--- config.mk ---
export PLATFORM = sky130hd
export DESIGN_NAME = weight_mem_loader_flat
export DESIGN_NICKNAME = d
export VERILOG_FILES = /design/src/rtl/weight_mem_pkg.sv /design/src/rtl/weight_mem_loader_if.sv /design/src/rtl/weight_row_store.sv /design/src/rtl/weight_mem_loader.sv /design/src/flat_wrapper.sv
export SDC_FILE = /design/constraint.sdc
export NUM_CORES = 1
export LEC_CHECK = 0
export CAP_MARGIN = 40
export CORE_MARGIN = 5
export CORE_UTILIZATION = 51
export DETAILED_ROUTE_END_ITERATION = 7
export PLACE_DENSITY_LB_ADDON = 0.3
export SYNTH_ARGS = -nofsm -noshare
export SYNTH_HDL_FRONTEND = slang
export SYNTH_SLANG_ARGS = --single-unit
--- constraint.sdc ---
create_clock -name clk -period 2.2 [get_ports clk]
set_input_delay 0.44 -clock clk [delete_from_list [all_inputs] [get_ports clk]]
set_output_delay 0.44 -clock clk [all_outputs]
set_load 0.05 [all_outputs]
--- src/rtl/weight_mem_pkg.sv ---
// Shared types and defaults for the weight memory loader and row streamer.
// Row packing: column k lives at bits [k*W +: W].
package weight_mem_pkg;

    localparam int W_DEF    = 4;
    localparam int COLS_DEF = 3;
    localparam int ROWS_DEF = 3;

    typedef enum logic [1:0] {
        IDLE,
        LOAD,
        DONE
    } state_e;

    typedef logic [COLS_DEF*W_DEF-1:0] row_t;

    function automatic int addr_w(input int n);
        return (n > 1) ? $clog2(n) : 1;
    endfunction

endpackage

--- src/rtl/weight_mem_loader_if.sv ---
// Weight beat stream: valid/ready handshake carrying one W-bit weight.
// master drives beats, slave (the loader) returns ready.
interface weight_mem_loader_if
    import weight_mem_pkg::*;
#(
    parameter int W = W_DEF
) ();

    logic         in_valid;
    logic [W-1:0] in_data;
    logic         in_ready;

    modport master (
        output in_valid,
        output in_data,
        input  in_ready
    );

    modport slave (
        input  in_valid,
        input  in_data,
        output in_ready
    );

endinterface

--- src/rtl/weight_row_store.sv ---
// ROWS x (COLS*W) weight store: async clear, sync write, registered read.
// Out-of-range read addresses return zero; same-row read/write returns old data.
module weight_row_store
    import weight_mem_pkg::*;
#(
    parameter  int W    = W_DEF,
    parameter  int COLS = COLS_DEF,
    parameter  int ROWS = ROWS_DEF,
    localparam int AW   = addr_w(ROWS),
    localparam int RW   = COLS * W
) (
    input  logic          clk,
    input  logic          rst,
    input  logic          we_i,
    input  logic [AW-1:0] waddr_i,
    input  logic [RW-1:0] wdata_i,
    input  logic [AW-1:0] raddr_i,
    output logic [RW-1:0] rdata_o
);

    logic [RW-1:0] mem_q [ROWS];
    logic [RW-1:0] rdata_q;
    logic          rvalid;

    assign rvalid  = ({1'b0, raddr_i} < (AW+1)'(ROWS));
    assign rdata_o = rdata_q;

    always_ff @(posedge clk or posedge rst) begin
        if (rst) begin
            for (int r = 0; r < ROWS; r++) begin
                mem_q[r] <= '0;
            end
            rdata_q <= '0;
        end else begin
            if (we_i) begin
                mem_q[waddr_i] <= wdata_i;
            end
            rdata_q <= rvalid ? mem_q[raddr_i] : '0;
        end
    end

endmodule

--- src/rtl/weight_mem_loader.sv ---
// Packs a stream of weights COLS per row into the row store.
// start (re)begins a load from row 0; load_done holds once all rows land.
module weight_mem_loader
    import weight_mem_pkg::*;
#(
    parameter  int W    = W_DEF,
    parameter  int COLS = COLS_DEF,
    parameter  int ROWS = ROWS_DEF,
    localparam int AW   = addr_w(ROWS),
    localparam int CW   = addr_w(COLS),
    localparam int RW   = COLS * W
) (
    input  logic                clk,
    input  logic                rst,
    input  logic                start,
    weight_mem_loader_if.slave  in_if,
    input  logic [AW-1:0]       rd_addr,
    output logic [RW-1:0]       rd_row,
    output logic                load_done,
    output logic                busy,
    output logic [AW:0]         row_count
);

    state_e        state_q, state_d;
    logic [CW-1:0] col_q, col_d;
    logic [AW-1:0] row_q, row_d;
    logic [AW:0]   cnt_q, cnt_d;
    logic [RW-1:0] pack_q, pack_d;
    logic [RW-1:0] wrow;
    logic          ready;
    logic          accept;
    logic          row_we;

    // A start in the same cycle as a beat always wins; the beat is refused.
    assign ready     = (state_q == LOAD) && !start;
    assign accept    = ready && in_if.in_valid;
    assign busy      = (state_q == LOAD);
    assign load_done = (state_q == DONE);
    assign row_count = cnt_q;

    assign in_if.in_ready = ready;

    always_comb begin
        state_d = state_q;
        col_d   = col_q;
        row_d   = row_q;
        cnt_d   = cnt_q;
        pack_d  = pack_q;
        row_we  = 1'b0;
        wrow    = pack_q;
        wrow[(COLS-1)*W +: W] = in_if.in_data;
        if (start) begin
            state_d = LOAD;
            col_d   = '0;
            row_d   = '0;
            cnt_d   = '0;
            pack_d  = '0;
        end else begin
            unique case (state_q)
                LOAD: begin
                    if (accept) begin
                        pack_d[col_q*W +: W] = in_if.in_data;
                        if (col_q == CW'(COLS-1)) begin
                            row_we = 1'b1;
                            col_d  = '0;
                            cnt_d  = cnt_q + (AW+1)'(1);
                            if (row_q == AW'(ROWS-1)) begin
                                state_d = DONE;
                            end else begin
                                row_d = row_q + AW'(1);
                            end
                        end else begin
                            col_d = col_q + CW'(1);
                        end
                    end
                end
                IDLE, DONE: ;
                default: state_d = IDLE;
            endcase
        end
    end

    always_ff @(posedge clk or posedge rst) begin
        if (rst) begin
            state_q <= IDLE;
            col_q   <= '0;
            row_q   <= '0;
            cnt_q   <= '0;
            pack_q  <= '0;
        end else begin
            state_q <= state_d;
            col_q   <= col_d;
            row_q   <= row_d;
            cnt_q   <= cnt_d;
            pack_q  <= pack_d;
        end
    end

    weight_row_store #(
        .W    (W),
        .COLS (COLS),
        .ROWS (ROWS)
    ) u_store (
        .clk     (clk),
        .rst     (rst),
        .we_i    (row_we),
        .waddr_i (row_q),
        .wdata_i (wrow),
        .raddr_i (rd_addr),
        .rdata_o (rd_row)
    );

endmodule

--- src/flat_wrapper.sv ---
// flat-port wrapper written by rule: the top's interface ports become plain ports
module weight_mem_loader_flat import weight_mem_pkg::*;
#(
    parameter  int W    = W_DEF,
    parameter  int COLS = COLS_DEF,
    parameter  int ROWS = ROWS_DEF,
    localparam int AW   = addr_w(ROWS),
    localparam int CW   = addr_w(COLS),
    localparam int RW   = COLS * W
)
  (clk, rst, start, rd_addr, rd_row, load_done, busy, row_count, in_if_in_valid, in_if_in_data, in_if_in_ready);
  weight_mem_loader_if #(.W(W)) in_if_i ();
  input  logic clk;
  input  logic rst;
  input  logic start;
  input  logic [AW-1:0] rd_addr;
  output logic [RW-1:0] rd_row;
  output logic load_done;
  output logic busy;
  output logic [AW:0] row_count;
  input wire logic [$bits(in_if_i.in_valid)-1:0] in_if_in_valid;
  input wire logic [$bits(in_if_i.in_data)-1:0] in_if_in_data;
  output wire logic [$bits(in_if_i.in_ready)-1:0] in_if_in_ready;
  assign in_if_i.in_valid = in_if_in_valid;
  assign in_if_i.in_data = in_if_in_data;
  assign in_if_in_ready = in_if_i.in_ready;
  weight_mem_loader #(.W(W), .COLS(COLS), .ROWS(ROWS)) u_core (.clk(clk), .rst(rst), .start(start), .in_if(in_if_i), .rd_addr(rd_addr), .rd_row(rd_row), .load_done(load_done), .busy(busy), .row_count(row_count));
endmodule
======== Word-level counts from Yosys, hierarchy flattened ========
Index checks and enable logic that the tools add are counted.
storage, ports and cells
  logic and storage cells ................. 76
  bits in registers ....................... 69
  output and inout port bits .............. 18
  input bits .............................. 10
cells by class
  magnitude comparators ................... 4
  multiplexer cells ....................... 33
  bitwise gates (word level) .............. 2
  reduce and logical (&&, ||, !) cells .... 13
  add/subtract/negate cells ............... 4
  shift-type cells ........................ 2
  eq/ne operators ......................... 9
operator list
  operator                 number
  $mux 12                  7
  $bwmux 36                1
  $neg 4->34               1
  $shift 4x34->12 const A  1
  $shiftx 4x34->12         1
  $mux 2                   13
  $bmux 12 s2              1
  $demux 12 s2             1
  $bwmux 12                1
  $mux 3                   4
  $ne 3x2->1 const B       3
  $reduce_and 4->1         2
  $eq 2x2->1 const B       3
  $ge 3x3->1 const B       2
  $not 2->3                2
  $reduce_bool 2->1        3
  $add 2x1->2 const B      2
  $mux 1                   4
  $ne 2x2->1 const B       2
  $pmux 2 s2               1
  $add 3x1->3 const B      1
  $logic_and 1x1->1        3
  $lt 3x1->1 const B       1
  $reduce_and 3->1         1
  6 further kinds          6

======== Logic depth before layout (Yosys ltp) ========
  depth after elaboration ................. 6
  gate-level depth with buffers ........... 6
  gate-level depth less buffers ........... 5

======== By module ========
A second synthesis with hierarchy kept.
unflattened totals
  cells, all modules ...................... 209
  area, all modules ....................... 2835.2 µm²
modules (own cells, without submodules)
  module             cells each  area each (µm²)  sequential area each (µm²)  instances
  weight_row_store   119         1908.1           1201.2                      1
  weight_mem_loader  90          927.1            425.4                       1

======== Worst setup path before layout ========
OpenSTA, ideal clock, no wires.
  path type ............................... input port to flip-flop
  start ................................... input start
  end ..................................... register u_core.u_store.mem_q[12] (netlist name)
  arrival time ............................ 1.638 ns
  setup slack ............................. 0.436 ns
  stages .................................. 6
  required time ........................... 2.075 ns
  path buffers ............................ 3
  library setup time ...................... 0.125 ns
  cell sequence ........................... buf_6 nor4bb_4 buf_6 and3_4 buf_12 mux2_4
on the way
  word-level cells in the longest chain between the ends .. 6
RTL lines
  what                           line                     text
  start, declared                flat_wrapper.sv:15       input logic start;
  $logic_not 1->1                weight_mem_loader.sv:35  assign ready = (state_q == LOAD) && !start;
  $logic_and 1x1->1              weight_mem_loader.sv:35
  $logic_and 1x1->1              weight_mem_loader.sv:36  assign accept = ready && in_if.in_valid;
  $mux 1                         weight_mem_loader.sv:61  if (accept) begin
  $mux 1                         weight_mem_loader.sv:59  unique case (state_q)
  $mux 1 *                       weight_mem_loader.sv:52  if (start) begin
  end signal, assigned by index  weight_row_store.sv:36   mem_q[waddr_i] <= wdata_i;
  end, declared                  weight_row_store.sv:21   logic [RW-1:0] mem_q [ROWS];
Every way passes the cells marked *; elsewhere a longest branch is shown, timed or not.
A chain may end at the register's enable or synchronous reset.

======== Worst setup path after layout ========
  start ................................... register u_core.cnt_q[0], in the netlist u_core.row_count[0]
  end ..................................... output row_count[0]
RTL lines
  what                    line                     text
  start, declared         weight_mem_loader.sv:27  logic [AW:0] cnt_q, cnt_d;
  start signal, assigned  weight_mem_loader.sv:94  cnt_q <= cnt_d;
  end, declared           flat_wrapper.sv:20       output logic [AW:0] row_count;
No word-level cell between the ends.

==> flow_summary.yaml <==
worst_setup_path:
  cp_slowest_cell: "clkdlybuf4s50_1"
  worst_setup_path_end_kind: "output pin"
  arrival_ns: 1.56
  crit_buf_inv: 1
  cp_data_required_time_ns: 1.76
  startpoint_type: "flip-flop"
  crit_family: "buffers and inverters"
  slowest_delay_ns: 0.83
  worstPathCellList: "clkdlybuf4s50_1"
  cp_max_fo: 4
  crit_type: "reg -> out"
global_route:
  grt_use_total_pct: 16.1
  grt_max_degree: 66
  grt_pass1_vias: 1799
  antenna_found_initial: 0
  grt_pass1_wl_um: 8980
  grt_remaining_overflow: 0
place:
  placed_area_um2: 3360
  place_worst_setup_slack_ns: 0.00703
  gp_congestion: 0.819
  io_buffers: 27
  hpwlAfterDp_um: 3600
clock_network:
  cts_hold_buf: 0
  htreeDepth: 3
  numCtsBuffers: 9
  ctsResizeCount: 0
  clock_sinks: 65
  cts_tree: "built"
  clk_latency_ns: 0.34
  cts-root-buf: "clkbuf_8"
  cts.reportedPaths.clkPinSlew_ns: 0.07
  cts_setup_buffers: 0
  clk_path_buf_depth: 2
logic_synthesis:
  async_flop_share_pct: 100
  synthDistinctLibCells: 31
  synth_flop_cell: "dfrtp_1"
  synth_edf_count: 0
  yosysWarningCount: 0
  syn_inst: 215
  syn_nets: 233
  ys_ff_latch: 65
  yosys.area.top_type_share_pct: 55.4
  synth_top_cells_by_area: "dfrtp_1 55%, mux2_4 10%, mux2i_1 7.2%"
  synth_area_um2: 2940
  avgSynthCellArea_um2: 13.7
  yosysSeqAreaShare_pct: 55.4
  synth_top_cell_by_area: "dfrtp_1"
final_layout:
  nFillCells: 442
  drive_gt1_share_pct: 29.7
  n_antenna_cell: 0
  final_cell_area_um2: 3540
  layout_common_cells: "65 x dfrtp_1, 27 x nand2_1, 24 x clkdlybuf4s50_1"
  fin_util_pct: 63.8
  area_growth_pct: 20.5
  layout_commonest_cell: "dfrtp_1"
  nNetsFinal: 276
timing:
  fin_ws_ns: 0.198
  max_freq_mhz: 500
  setup_tns_ns: 0
  hold-worst-slack_ns: 0.478
  period_share_pct: 91.0
  drv_slew: 0
  rsz0062_at_grt: "no"
  finalSetupViolCount: 0
  finalClockSkew_ns: 0.00866
  hold_violations: 0
  maxSlewHeadroom_pct: 66.6
  min_period_ns: 2.00
  worst_pin_slew_ns: 0.499
drt:
  via_per_inst: 5.25
  via_count: 1758
  wire_per_inst_um: 15.3
  met3_length_um: 203
  drt-total-wl_um: 5130
  maxUsedRoutingLayer: "met4"
  first_iter_violations: 87
  drc_errors: 0
  dr.pass1.iters: 4
  wl_met1_um: 2380
  antenna_left: 0
  met2WireLength_um: 2440
run:
  drv_cap: 0
die:
  initial_core_util_pct: 53.0
  die_x_um: 85.9
  die-area_um2: 7380
  rows: 27
  num_io_pins: 28
  die_h_um: 85.9
  core_area_um2: 5540
outcome:
  outcome: "completed"
worst_hold_path:
  min_path_type: "reg -> reg"
power:
  ir_drop_mv: 0.345
  p_leak_nw: 1.73
  p_per_area_nw_per_um2: 679
[cell usage after synthesis, types with 3 or more instances]
cell type and instances:
ha_1 8, mux2_2 18, mux2i_1 21, buf_6 3, inv_1 8, o21ai_0 13, nor2b_1 3, nand2_1 27
dfrtp_1 65, mux2_4 20
[sequential cells by signal, indices dropped and copies added (netlist names)]
register and count:
u_core.u_store.mem_q 36, u_core.u_store.rdata_o 12, u_core.pack_q 8, u_core.row_count 3
u_core.col_q 2, u_core.row_q 2, u_core.state_q 2
[path summary, 6_finish.rpt]
kind / start / slack [ns] / cells past startpoint / endpoint
setup reg to reg: u_core.col_q[0] / 0.52 / 4 / u_core.u_store.mem_q[28]
setup / recovery: u_core.row_count[0] / 0.20 / 1 / row_count[0]
hold reg to reg: u_core.row_count[2] / 0.48 / 1 / u_core.row_count[2]
hold / removal: u_core.row_count[2] / 0.48 / 1 / u_core.row_count[2]
max in group asynchronous: rst / 1.43 / 3 / u_core.col_q[0]
min in group asynchronous: rst / 0.49 / 3 / u_core.u_store.mem_q[20]
[layer usage]
| layer | up-vias | global-route usage, % |
|---|---|---|
| met5 | - | 0 |
| met4 | 0 | 8.20 |
| met3 | 8 | 4.51 |
| met2 | 29 | 24.4 |
| met1 | 895 | 21.2 |
| li1 | 826 | - |
[area by class of cell]
cell class	count	area [um2]	share of cell area, %
Tap cell	72	90.1	2.55
Sequential cell	65	1630	46.0
Clock buffer	12	145	4.10
Multi-Input combinational cell	132	1180	33.4
Clock inverter	4	28.8	0.814
Timing Repair Buffer	41	430	12.2
Inverter	9	33.8	0.955
[power by group]
| group | leakage [nW] | switching [mW] | internal, mW | total, mW |
|---|---|---|---|---|
| logic | 0.750 | 0.129 | 0.117 | 0.246 |
| registers | 0.894 | 0.0289 | 1.24 | 1.27 |
| clock network | 0.0826 | 0.446 | 0.440 | 0.886 |
[cells by family after synthesis]
kind of cell / after synthesis / share of synthesized area, %
AOI/OAI and AO/OA: 20 / 4.26
adders and majority gates: 8 / 3.41
buffers and inverters: 18 / 4.35
DFF: 65 / 55.4
muxes: 59 / 24.3
and+or+nand+nor: 45 / 8.31
[per-stage QoR]
step / power [mW] / instances
after floorplan: 1.45 / 215
after global placement: 1.54 / 319
after detailed placement: 1.54 / 319
after CTS: 2.43 / 335
after global routing: 2.51 / 335
final: 2.40 / 335
(Power assumes the default switching activity.)
